`config.mk`:
```
export PLATFORM = sky130hd
export DESIGN_NAME = mult32x32_ctrl
export DESIGN_NICKNAME = d
export VERILOG_FILES = /design/src/rtl/mult32x32_ctrl.sv
export SDC_FILE = /design/constraint.sdc
export NUM_CORES = 1
export LEC_CHECK = 0
export CORE_MARGIN = 2
export CORE_UTILIZATION = 35
export CTS_CLUSTER_SIZE = 16
export DETAILED_ROUTE_END_ITERATION = 10
export GPL_ROUTABILITY_DRIVEN = 0
export PLACE_DENSITY = 0.73
export SYNTH_ARGS = -nofsm -noshare
export SYNTH_HDL_FRONTEND = slang
export SYNTH_SLANG_ARGS = --single-unit
```
`constraint.sdc`:
```
create_clock -name clk -period 2 [get_ports clk]
set_input_delay 0.4 -clock clk [delete_from_list [all_inputs] [get_ports clk]]
set_output_delay 0.4 -clock clk [all_outputs]
set_load 0.1 [all_outputs]
```
`src/rtl/mult32x32_ctrl.sv`:
```
// Sequencing controller for the 32x32->64 sequential multiplier: captures the
// operands and steps mult32x32_arith through the four 16x16 partial products.
module mult32x32_ctrl #(
    parameter int unsigned ZERO_SKIP = 0
) (
    input  logic        clk,
    input  logic        reset,
    input  logic        start,
    input  logic [31:0] a_in,
    input  logic [31:0] b_in,
    output logic [31:0] a,
    output logic [31:0] b,
    output logic        a_sel,
    output logic        b_sel,
    output logic [1:0]  shift_sel,
    output logic        upd_prod,
    output logic        clr_prod,
    output logic        busy,
    output logic        done
);

    typedef enum logic [2:0] {
        S_IDLE = 3'd0,
        S_PP0  = 3'd1,
        S_PP1  = 3'd2,
        S_PP2  = 3'd3,
        S_PP3  = 3'd4,
        S_DONE = 3'd5
    } state_t;

    state_t      state_q, state_d;
    logic [31:0] a_q, a_d;
    logic [31:0] b_q, b_d;
    logic [31:0] op_a, op_b;
    logic [3:0]  skip;

    function automatic state_t pp_of(input logic [1:0] idx);
        state_t s;
        case (idx)
            2'd0:    s = S_PP0;
            2'd1:    s = S_PP1;
            2'd2:    s = S_PP2;
            default: s = S_PP3;
        endcase
        return s;
    endfunction

    // First non-skipped step at or after index 'first', else DONE.
    function automatic state_t next_step(input int unsigned first, input logic [3:0] skp);
        state_t nxt;
        logic   found;
        nxt   = S_DONE;
        found = 1'b0;
        for (int unsigned i = 0; i < 4; i++) begin
            if (!found && i >= first && !skp[i]) begin
                found = 1'b1;
                nxt   = pp_of(i[1:0]);
            end
        end
        return nxt;
    endfunction

    always_comb begin
        // Leaving IDLE the operands are not yet captured, so look at the inputs.
        op_a    = (state_q == S_IDLE) ? a_in : a_q;
        op_b    = (state_q == S_IDLE) ? b_in : b_q;
        skip[0] = (ZERO_SKIP != 0) && (op_a[15:0]  == '0 || op_b[15:0]  == '0);
        skip[1] = (ZERO_SKIP != 0) && (op_a[15:0]  == '0 || op_b[31:16] == '0);
        skip[2] = (ZERO_SKIP != 0) && (op_a[31:16] == '0 || op_b[15:0]  == '0);
        skip[3] = (ZERO_SKIP != 0) && (op_a[31:16] == '0 || op_b[31:16] == '0);
    end

    always_comb begin
        state_d   = state_q;
        a_d       = a_q;
        b_d       = b_q;
        a_sel     = 1'b0;
        b_sel     = 1'b0;
        shift_sel = 2'b11;
        upd_prod  = 1'b0;
        clr_prod  = 1'b0;
        busy      = 1'b0;
        done      = 1'b0;
        case (state_q)
            S_IDLE: begin
                clr_prod = start;
                if (start) begin
                    a_d     = a_in;
                    b_d     = b_in;
                    state_d = next_step(0, skip);
                end
            end
            S_PP0: begin
                busy      = 1'b1;
                a_sel     = 1'b1;
                b_sel     = 1'b1;
                shift_sel = 2'b00;
                upd_prod  = 1'b1;
                state_d   = next_step(1, skip);
            end
            S_PP1: begin
                busy      = 1'b1;
                a_sel     = 1'b1;
                shift_sel = 2'b01;
                upd_prod  = 1'b1;
                state_d   = next_step(2, skip);
            end
            S_PP2: begin
                busy      = 1'b1;
                b_sel     = 1'b1;
                shift_sel = 2'b01;
                upd_prod  = 1'b1;
                state_d   = next_step(3, skip);
            end
            S_PP3: begin
                busy      = 1'b1;
                shift_sel = 2'b10;
                upd_prod  = 1'b1;
                state_d   = S_DONE;
            end
            S_DONE: begin
                busy    = 1'b1;
                done    = 1'b1;
                state_d = S_IDLE;
            end
            default: state_d = S_IDLE;
        endcase
    end

    always_ff @(posedge clk or posedge reset) begin
        if (reset) begin
            state_q <= S_IDLE;
            a_q     <= '0;
            b_q     <= '0;
        end else begin
            state_q <= state_d;
            a_q     <= a_d;
            b_q     <= b_d;
        end
    end

    assign a = a_q;
    assign b = b_q;

endmodule

```
# Word-level counts from Yosys, hierarchy flattened
# Index checks and enable logic that the tools add are counted.
[totals]
reg_bits = 67
in_bits = 67
out_inout_bits = 72
word_cells = 32
[op_classes]
n_eq_ne = 6
mux = 16
n_reduce_logical = 7
[op_table]
columns = ["operator", "count"]
rows = [
  ["one-hot mux 3 bit (5 select lines)", 1],
  ["two-way mux 3 bit", 4],
  ["two-way mux 1 bit", 10],
  ["equality test 3 x 2 -> 1 bit, second input constant", 2],
  ["equality test 3 bit, second input constant", 2],
  ["one-hot mux 2 bit (3 select lines)", 1],
  ["OR reduction 2 bit", 3],
  ["OR reduction 5 bit", 1],
  ["OR reduction 4 bit", 1],
  ["equality test 3 x 1 -> 1 bit, second input constant", 1],
  ["logical NOT 3 bit", 1],
  ["inequality test 2 bit, second input constant", 1],
  ["AND reduction 2 bit", 1],
]

# Longest topological paths before layout
# Gate-level depths: netlist (run 1).
[logic_depth]
depth_word = 5
depth_mapped = 5
mapped_depth_nobuf = 2

# Worst setup path before layout (run 1)
# Ideal clock, no wire load.
[synth_path]
kind = "reg2out"
start = "register state_q[0]"
end = "output shift_sel[0]"
arrival_time_ps = 3003
t_required_ps = 1600
slack_ps = -1403
stages_incl_launch_ff = 4
path_buffers = 1
cell_sequence = "dfrtp_1 buf_4 nor2b_1 o21bai_1"
[synth_via]
elab_chain_cells = 3
word_cells_on_any_way = 6
cone_classes = "4 x eq/ne; 1 x mux; 1 x reduce/logical"
[synth_lines]
columns = ["element", "line_no", "text"]
rows = [
  ["start, declared", "31", "state_t state_q, state_d;"],
  ["start signal, assigned", "136", "state_q <= state_d;"],
  ["equality test 3 x 2 -> 1 bit", "84", "case (state_q)"],
  ["OR reduction 2 bit (no source line)", "-", ""],
  ["one-hot mux 2 bit (3 select lines) *", "84", ""],
  ["end, declared", "15", "output logic [1:0] shift_sel,"],
]
# Every way passes the cells marked *; elsewhere a longest branch is shown, timed or not.

# Final worst setup path (run 1)
[layout_path]
start = "input start"
end = "output clr_prod"
[layout_via]
elab_chain_cells = 1
[layout_lines]
columns = ["element", "line_no", "text"]
rows = [
  ["start, declared", "8", "input logic start,"],
  ["two-way mux 1 bit", "84", ""],
  ["end, declared", "17", "output logic clr_prod,"],
]
# Every way passes these cells.

==> summary by stage, run 1 <==
Synth
The cell area after synthesis is 2620 um^2. The number of standard cells after synthesis is 159. In this run the mean area of a mapped cell was 16.5 um^2. The portion of the post-synthesis area used by sequential elements is approximately 64%. The Yosys step of the flow raised 0 warnings. In this run, distinct cell masters in the synthesized netlist total 19.

Synthesis inferred 67 register bits. The number of nets handed over by synthesis was between 200 and 250.

Clocking
The clock reaches the later pin of the worst-skew pair after 330 ps. The H-tree was split into 3 levels. The tree built by TritonCTS fans out to between 60 and 70 sinks.

The number of buffers added to fix hold violations after cts is 0. In this run the deepest clock path goes through 2 buffers. The clock tree root buffer cell is sky130_fd_sc_hd__clkbuf_8. Counting the buffers created by CTS gives 9.

TritonCTS built the clock tree. After clock tree synthesis, the clock-pin slew on the worst setup and hold paths is about 80 ps.

Flow run
Across the run, the number of max-cap violations was 0.

Global routing
Entering global routing, the biggest net connects 55 pins. The first-pass GRT wire length is around 9500 um. The number of global-route vias before repair is 1966.

The total grt overflow is 0. The total routing resource utilization after global routing is approximately 15%. The initial antenna violation count was 0.

Critical path
The data arrival time at the worst-slack endpoint is roughly 1600 ps. The kind of end point of the critical path is an output port. Along the worst path, the maximum fanout reaches 11. The critical path in this run is classified as primary input to output port.

STA puts the critical path data required time at 1600 ps. The worst setup path is launched from a primary input.

Timing
The total negative setup slack is 0 ps. The final critical delay including setup and external delays is 1950 ps. The transition at the pin with the smallest max-transition slack is approximately 330 ps. The number of max-slew violations in the final report is 0. Setup violations remaining at the end of the flow were counted as 0. The worst-case hold slack is 376 ps. The total count of hold-check failures in the final report is 0.

The post-route clock skew is ~8.7 ps. The final critical path takes up a little over nine tenths of the cycle. Measured against its own limit, the worst slew margin works out to between 70 and 80%.

The timing-limited maximum frequency is 514 MHz. Setup repair after global routing left no endpoint under its margin.

Route
The post-detailed-routing wire length is 5780 um. The number of detailed-routing iterations run before antenna repair is 4. The average wire length per cell after detail routing is about 14 um. The total via count in the routed design is 1885. The via density per instance is roughly 4.5. The detailed-route DRC error count is 0. The detail route stage leaves a number of antenna-violating nets equal to 0.

The initial DRC count is 47.

Cells and area
The growth of design area from synthesis to finish is 68.7%. The share of post-route cells with drive strength above 1 is 40.5%. After filler insertion, the fill cell instance count of the layout stands at 600. The repair_antennas step left the layout with diodes totalling 0.

The number of nets in the layout is around 380.

Worst hold path
The class of the worst hold path is primary input to asynchronous set/reset pin.

Floorplanning
Measured along the x axis, the die boundary spans ~90 um. The floorplan die area is approximately 8000 um^2. The core region is about 7300 um^2.

For this design the top-level I/O count stands at roughly 140. The number of rows in the core area is 31. Measured along the y axis, the die boundary spans just over 90 um.

For this configuration, the core starts out at a cell density of approximately 36%.

Placed design
In this run the tool buffered the top-level ports with about 140 buffer cells. The detailed placement HPWL is between 4000 and 5000 um.

Run status
The run finished with clean final reports.
[sequential cells by signal, indices dropped and copies added (netlist names)]
signal   flops
state_q      3
b           32
a           32
[critical path: stages]
cell	delay, ps
sky130_fd_sc_hd__clkdlybuf4s50_1	500
sky130_fd_sc_hd__nor4b_4	280
sky130_fd_sc_hd__buf_12	180
sky130_fd_sc_hd__buf_12	170
[cell families after synthesis]
logic type / count (synthesis) / share of synthesized area [%]
and+or+nand+nor: 11 / 3.11
AOI/OAI and AO/OA: 4 / 1.05
DFF: 67 / 64.1
buffers and inverters: 11 / 3.54
xor gates and xnor gates: 2 / 0.670
muxes: 64 / 27.5
[worst paths after layout]
| check | start | to | slack (ps) | cells after the start |
|---|---|---|---|---|
| max | start | clr_prod | 50 | 4 |
| min in group clk | a[24] | a[24] | 490 | 1 |
| max in group asynchronous | reset | state_q[0] | 1040 | 3 |
| max reg2reg | state_q[0] | a[29] | 290 | 5 |
| min | reset | a[6] | 380 | 2 |
| min reg2reg | a[24] | a[24] | 490 | 1 |
[metal layers]
layer | part of all wire (%) | global-route usage [%] | vias up
met5 | 0 | 0 | -
met4 | 1.8 | 5.64 | 0
met3 | 7.0 | 5.68 | 8
met2 | 51 | 23.5 | 83
met1 | 40 | 17.5 | 922
li1 | - | - | 872
[stage by stage]
| step | utilization, % | instance area (um^2) | std cells | setup slack, ps |
|---|---|---|---|---|
| after global routing | 60.9 | 4410 | 420 | 9.93 |
| final | 60.9 | 4410 | 420 | 53.2 |
| after floorplan | - | 2660 | 159 | -330 |
| after detailed placement | 57.1 | 4140 | 399 | -9.53 |
| after CTS | 60.1 | 4360 | 415 | 13.2 |
| after global placement | 57.1 | 4140 | 399 | 20.6 |
[placed cells by master (no fill, tap or decap), types with 2 or more instances in the layout]
| cell type | netlist | routed |
|---|---|---|
| sky130_fd_sc_hd__dfrtp_1 | 67 | 66 |
| sky130_fd_sc_hd__mux2_2 | 15 | 15 |
| sky130_fd_sc_hd__clkinv_4 | 0 | 2 |
| sky130_fd_sc_hd__bufinv_16 | 0 | 2 |
| sky130_fd_sc_hd__buf_12 | 0 | 13 |
| sky130_fd_sc_hd__and3b_1 | 2 | 2 |
| sky130_fd_sc_hd__nor3_1 | 2 | 2 |
| sky130_fd_sc_hd__clkdlybuf4s50_1 | 0 | 66 |
| sky130_fd_sc_hd__clkinvlp_4 | 0 | 2 |
| sky130_fd_sc_hd__mux2_1 | 49 | 49 |
| sky130_fd_sc_hd__clkbuf_8 | 0 | 9 |
| sky130_fd_sc_hd__buf_4 | 1 | 77 |
| sky130_fd_sc_hd__nor2_2 | 0 | 2 |
[final cells by class]
| cell class | count | area [um^2] | share of cell area (%) |
|---|---|---|---|
| Sequential cell | 67 | 1680 | 38.0 |
| Timing Repair Buffer | 156 | 1500 | 34.0 |
| Multi-Input combinational cell | 81 | 888 | 20.1 |
| Clock buffer | 10 | 128 | 2.89 |
| Tap cell | 99 | 124 | 2.81 |
| Clock inverter | 6 | 90.1 | 2.04 |
| Inverter | 1 | 7.51 | 0.170 |
[synth_stat cells]
cell | count | area (um^2)
sky130_fd_sc_hd__buf_6 | 6 | 67.6
sky130_fd_sc_hd__nor2_1 | 3 | 11.3
sky130_fd_sc_hd__inv_1 | 1 | 3.75
sky130_fd_sc_hd__nor4b_4 | 1 | 23.8
sky130_fd_sc_hd__dfrtp_1 | 67 | 1680
sky130_fd_sc_hd__mux2_2 | 15 | 169
sky130_fd_sc_hd__xnor2_1 | 2 | 17.5
sky130_fd_sc_hd__a21oi_1 | 1 | 5.00
sky130_fd_sc_hd__buf_2 | 2 | 10.0
sky130_fd_sc_hd__nor3_1 | 2 | 10.0
sky130_fd_sc_hd__clkbuf_1 | 1 | 3.75
sky130_fd_sc_hd__o21bai_1 | 1 | 7.51
sky130_fd_sc_hd__buf_4 | 1 | 7.51
sky130_fd_sc_hd__or2_2 | 1 | 6.26
sky130_fd_sc_hd__a21o_1 | 1 | 7.51
sky130_fd_sc_hd__and3b_1 | 2 | 17.5
sky130_fd_sc_hd__a211oi_1 | 1 | 7.51
sky130_fd_sc_hd__nor2b_1 | 2 | 12.5
sky130_fd_sc_hd__mux2_1 | 49 | 552
[repair_timing]
| action | CTS | global route |
|---|---|---|
| endpoints found under the setup margin | 2 | 3 |
| pin swaps | 0 | 1 |
| buffers inserted | 0 | 5 |
| resized for setup | 1 | 1 |
Power of run 1 is left out: the tool's default activity adds up to more than one toggle a clock period on the data nets, which glitch-free logic cannot reach.
==> inputs of run 2 (changes only) <==
Settings changed: SLEW_MARGIN from default to 20.
==> results of run 2 <==
The final DEF is identical to that of run 1; final timing and power are the same.
Power of run 2 is left out for the same reason.
==> inputs of run 3 (changes only) <==
Settings changed: GPL_ROUTABILITY_DRIVEN 0 to default, TNS_END_PERCENT from default to 1.
==> run 3 against run 2 <==
  * Final cell count shrank 0.48%
  * Die area is the same
  * Hold slack improved by 100 ps
  * Fmax increased by 2.0%
  * Via count down 1.4%
  * Critical path type unchanged
==> summary by stage, run 3 (synthesis gave the netlist of run 1 again) <==
Run status
The run finished with clean final reports.

Timing
Setup violations remaining at the end of the flow were counted as 0. The worst-case hold slack is approximately 480 ps. The number of max-slew violations in the final report was 0.

The total negative setup slack is 0 ps. The total count of hold-check failures in the final report is 0. The worst pin sits at a relative slew slack of around 71%.

The post-route fraction of the period consumed by the critical path is approximately 95%. Derived from the worst setup path, the maximum achievable clock frequency is roughly 520 MHz. The transition at the pin with the smallest max-transition slack is around 440 ps.

The setup slack after layout is between 90 and 100 ps. Setup repair after global routing left no endpoint under its margin. The final critical delay including setup and external delays is 1910 ps.

Clock skew on the completed layout was measured at slightly above 9 ps.

Cells and area
The count of inserted antenna diode cells is 0. The growth of design area from synthesis to finish is 66.4%. The commonest non-fill, non-tap cell in the layout is sky130_fd_sc_hd__buf_4. The post-route netlist has ~40% of its cells at a drive strength greater than 1. The number of nets in the layout is 381. The library cells used most frequently in the layout, excluding fill and tap cells, are 76 x sky130_fd_sc_hd__buf_4, 66 x sky130_fd_sc_hd__dfrtp_1, 66 x sky130_fd_sc_hd__clkdlybuf4s50_1, 49 x sky130_fd_sc_hd__mux2_1, 15 x sky130_fd_sc_hd__mux2_2.

Floorplanning
The die is about 90 um tall. Once the floorplan was initialized, standard cells occupied 36.1% of the core. The floorplan die area is 8180 um^2. The number of rows in the core area is 31.

The die width is slightly above 90 um. The region available for standard cell placement spans 7250 um^2. For this design the top-level I/O count stands at 139.

Flow run
The count of max-cap constraint violations is 0.

Critical path
The capture point of the worst reg-to-reg path is b[31]. Data arrives at the worst endpoint at approximately 1500 ps. The startpoint of the lowest-slack register-to-register path is state_q[0].

The critical path in this run is classified as primary input to output port. The startpoint type of the worst setup path is a primary input. The required time reported for the critical path endpoint is around 1600 ps. The number of cells traversed by the worst register-to-register path is 5. Setup slack on the worst reg-to-reg path comes out at 240 ps. Of all nets on the critical path, the largest fanout is 8. STA classifies the critical path endpoint as an output port.

Global routing
Global routing used around 15% of the available tracks. The total overflow left after global routing is 0. The number of global-route vias before repair is about 1900. The initial antenna violation count came to 0.

Entering global routing, the biggest net connects 36 pins. The first global-routing pass estimated between 9000 and 10000 um of wire.

Clocking
The TritonCTS clock tree is built. The number of buffers added to fix hold violations after cts is 0. The CTS H-tree depth is 3. The clock transition time at the flip-flop clock pins of the worst setup and hold paths is 70 ps.

The maximum root-to-sink buffer count is 2. In this run, CTS created clock tree buffers numbering 9. The insertion delay of the later-clocked pin in the worst-skew pair is ~330 ps. The cell sitting at the root of the clock tree is a sky130_fd_sc_hd__clkbuf_8. Clock tree synthesis found a total of 67 sinks.

Placed design
The wire-length estimate of the detail-placed layout is between 4000 and 5000 um. The number of port buffers is around 140. Timing analysis after detailed placement gives a worst setup slack of -45.7 ps.

The congestion estimate from routability-driven global placement came to about 0.7.

Route
In the final routed layout, each cell accounts on average for roughly 14 um. The remaining number of nets flagged by the antenna check after routing is 0. After detailed routing, the total wire length is around 5700 um.

The initial DRC count is 17. The total via count in the routed design is between 1500 and 2000. The number of detailed-routing iterations run before antenna repair is 2. The via density per instance is ~4.4. The detailed-route DRC error count is 0.

Worst hold path
The class of the worst hold path is primary input to asynchronous set/reset pin.
[run 3: cell types whose count changed in the layout (fill, tap and decap cells not counted), sizes merged]
cell and change:
buf -2, clkbuf +1, clkinv -1, clkinvlp -1
inv +1
[run 3: critical path: stages]
cell and delay [ps]:
sky130_fd_sc_hd__clkdlybuf4s50_1 490, sky130_fd_sc_hd__nor4b_4 280, sky130_fd_sc_hd__buf_12 160, sky130_fd_sc_hd__buf_12 170
[run 3: cell type report]
class	count	area [um^2]
sequential	67	1680
fill	600	2900
clock inverter	5	77.6
clock buffer	11	131
timing repair buffer	154	1470
multi-input combinational	81	867
inverter	1	3.75
tap	99	124
[run 3: metrics by stage]
stage / util [%] / cell area, um^2 / instances
after floorplan: - / 2640 / 159
after global placement: 56.6 / 4110 / 397
after detailed placement: 56.6 / 4110 / 397
after CTS: 59.5 / 4320 / 413
after global routing: 60.0 / 4350 / 418
final: 60.0 / 4350 / 418
[run 3: worst max-delay path by stage]
stage / from / to / cells after the start
2_1_floorplan: state_q[0] / shift_sel[0] / 3
3_5_place_dp: start / b[2] / 4
4_1_cts: start / clr_prod / 4
5_1_grt: state_q[0] / clr_prod / 3
3_3_place_gp: start / b[13] / 4
6_report: start / clr_prod / 4
[run 3: routing by layer]
metal	vias up	GRT usage, %	wire [um]
met4	0	5.90	102
met3	11	4.26	365
met1	904	18.0	2380
met5	-	0	0
li1	865	-	-
met2	79	23.8	2860
[run 3: repair_timing]
item,CTS,global route
pin swaps,0,1
buffers inserted,0,5
resized for setup,1,0
endpoints found under the setup margin,1,1
Power of run 3 is left out for the same reason.
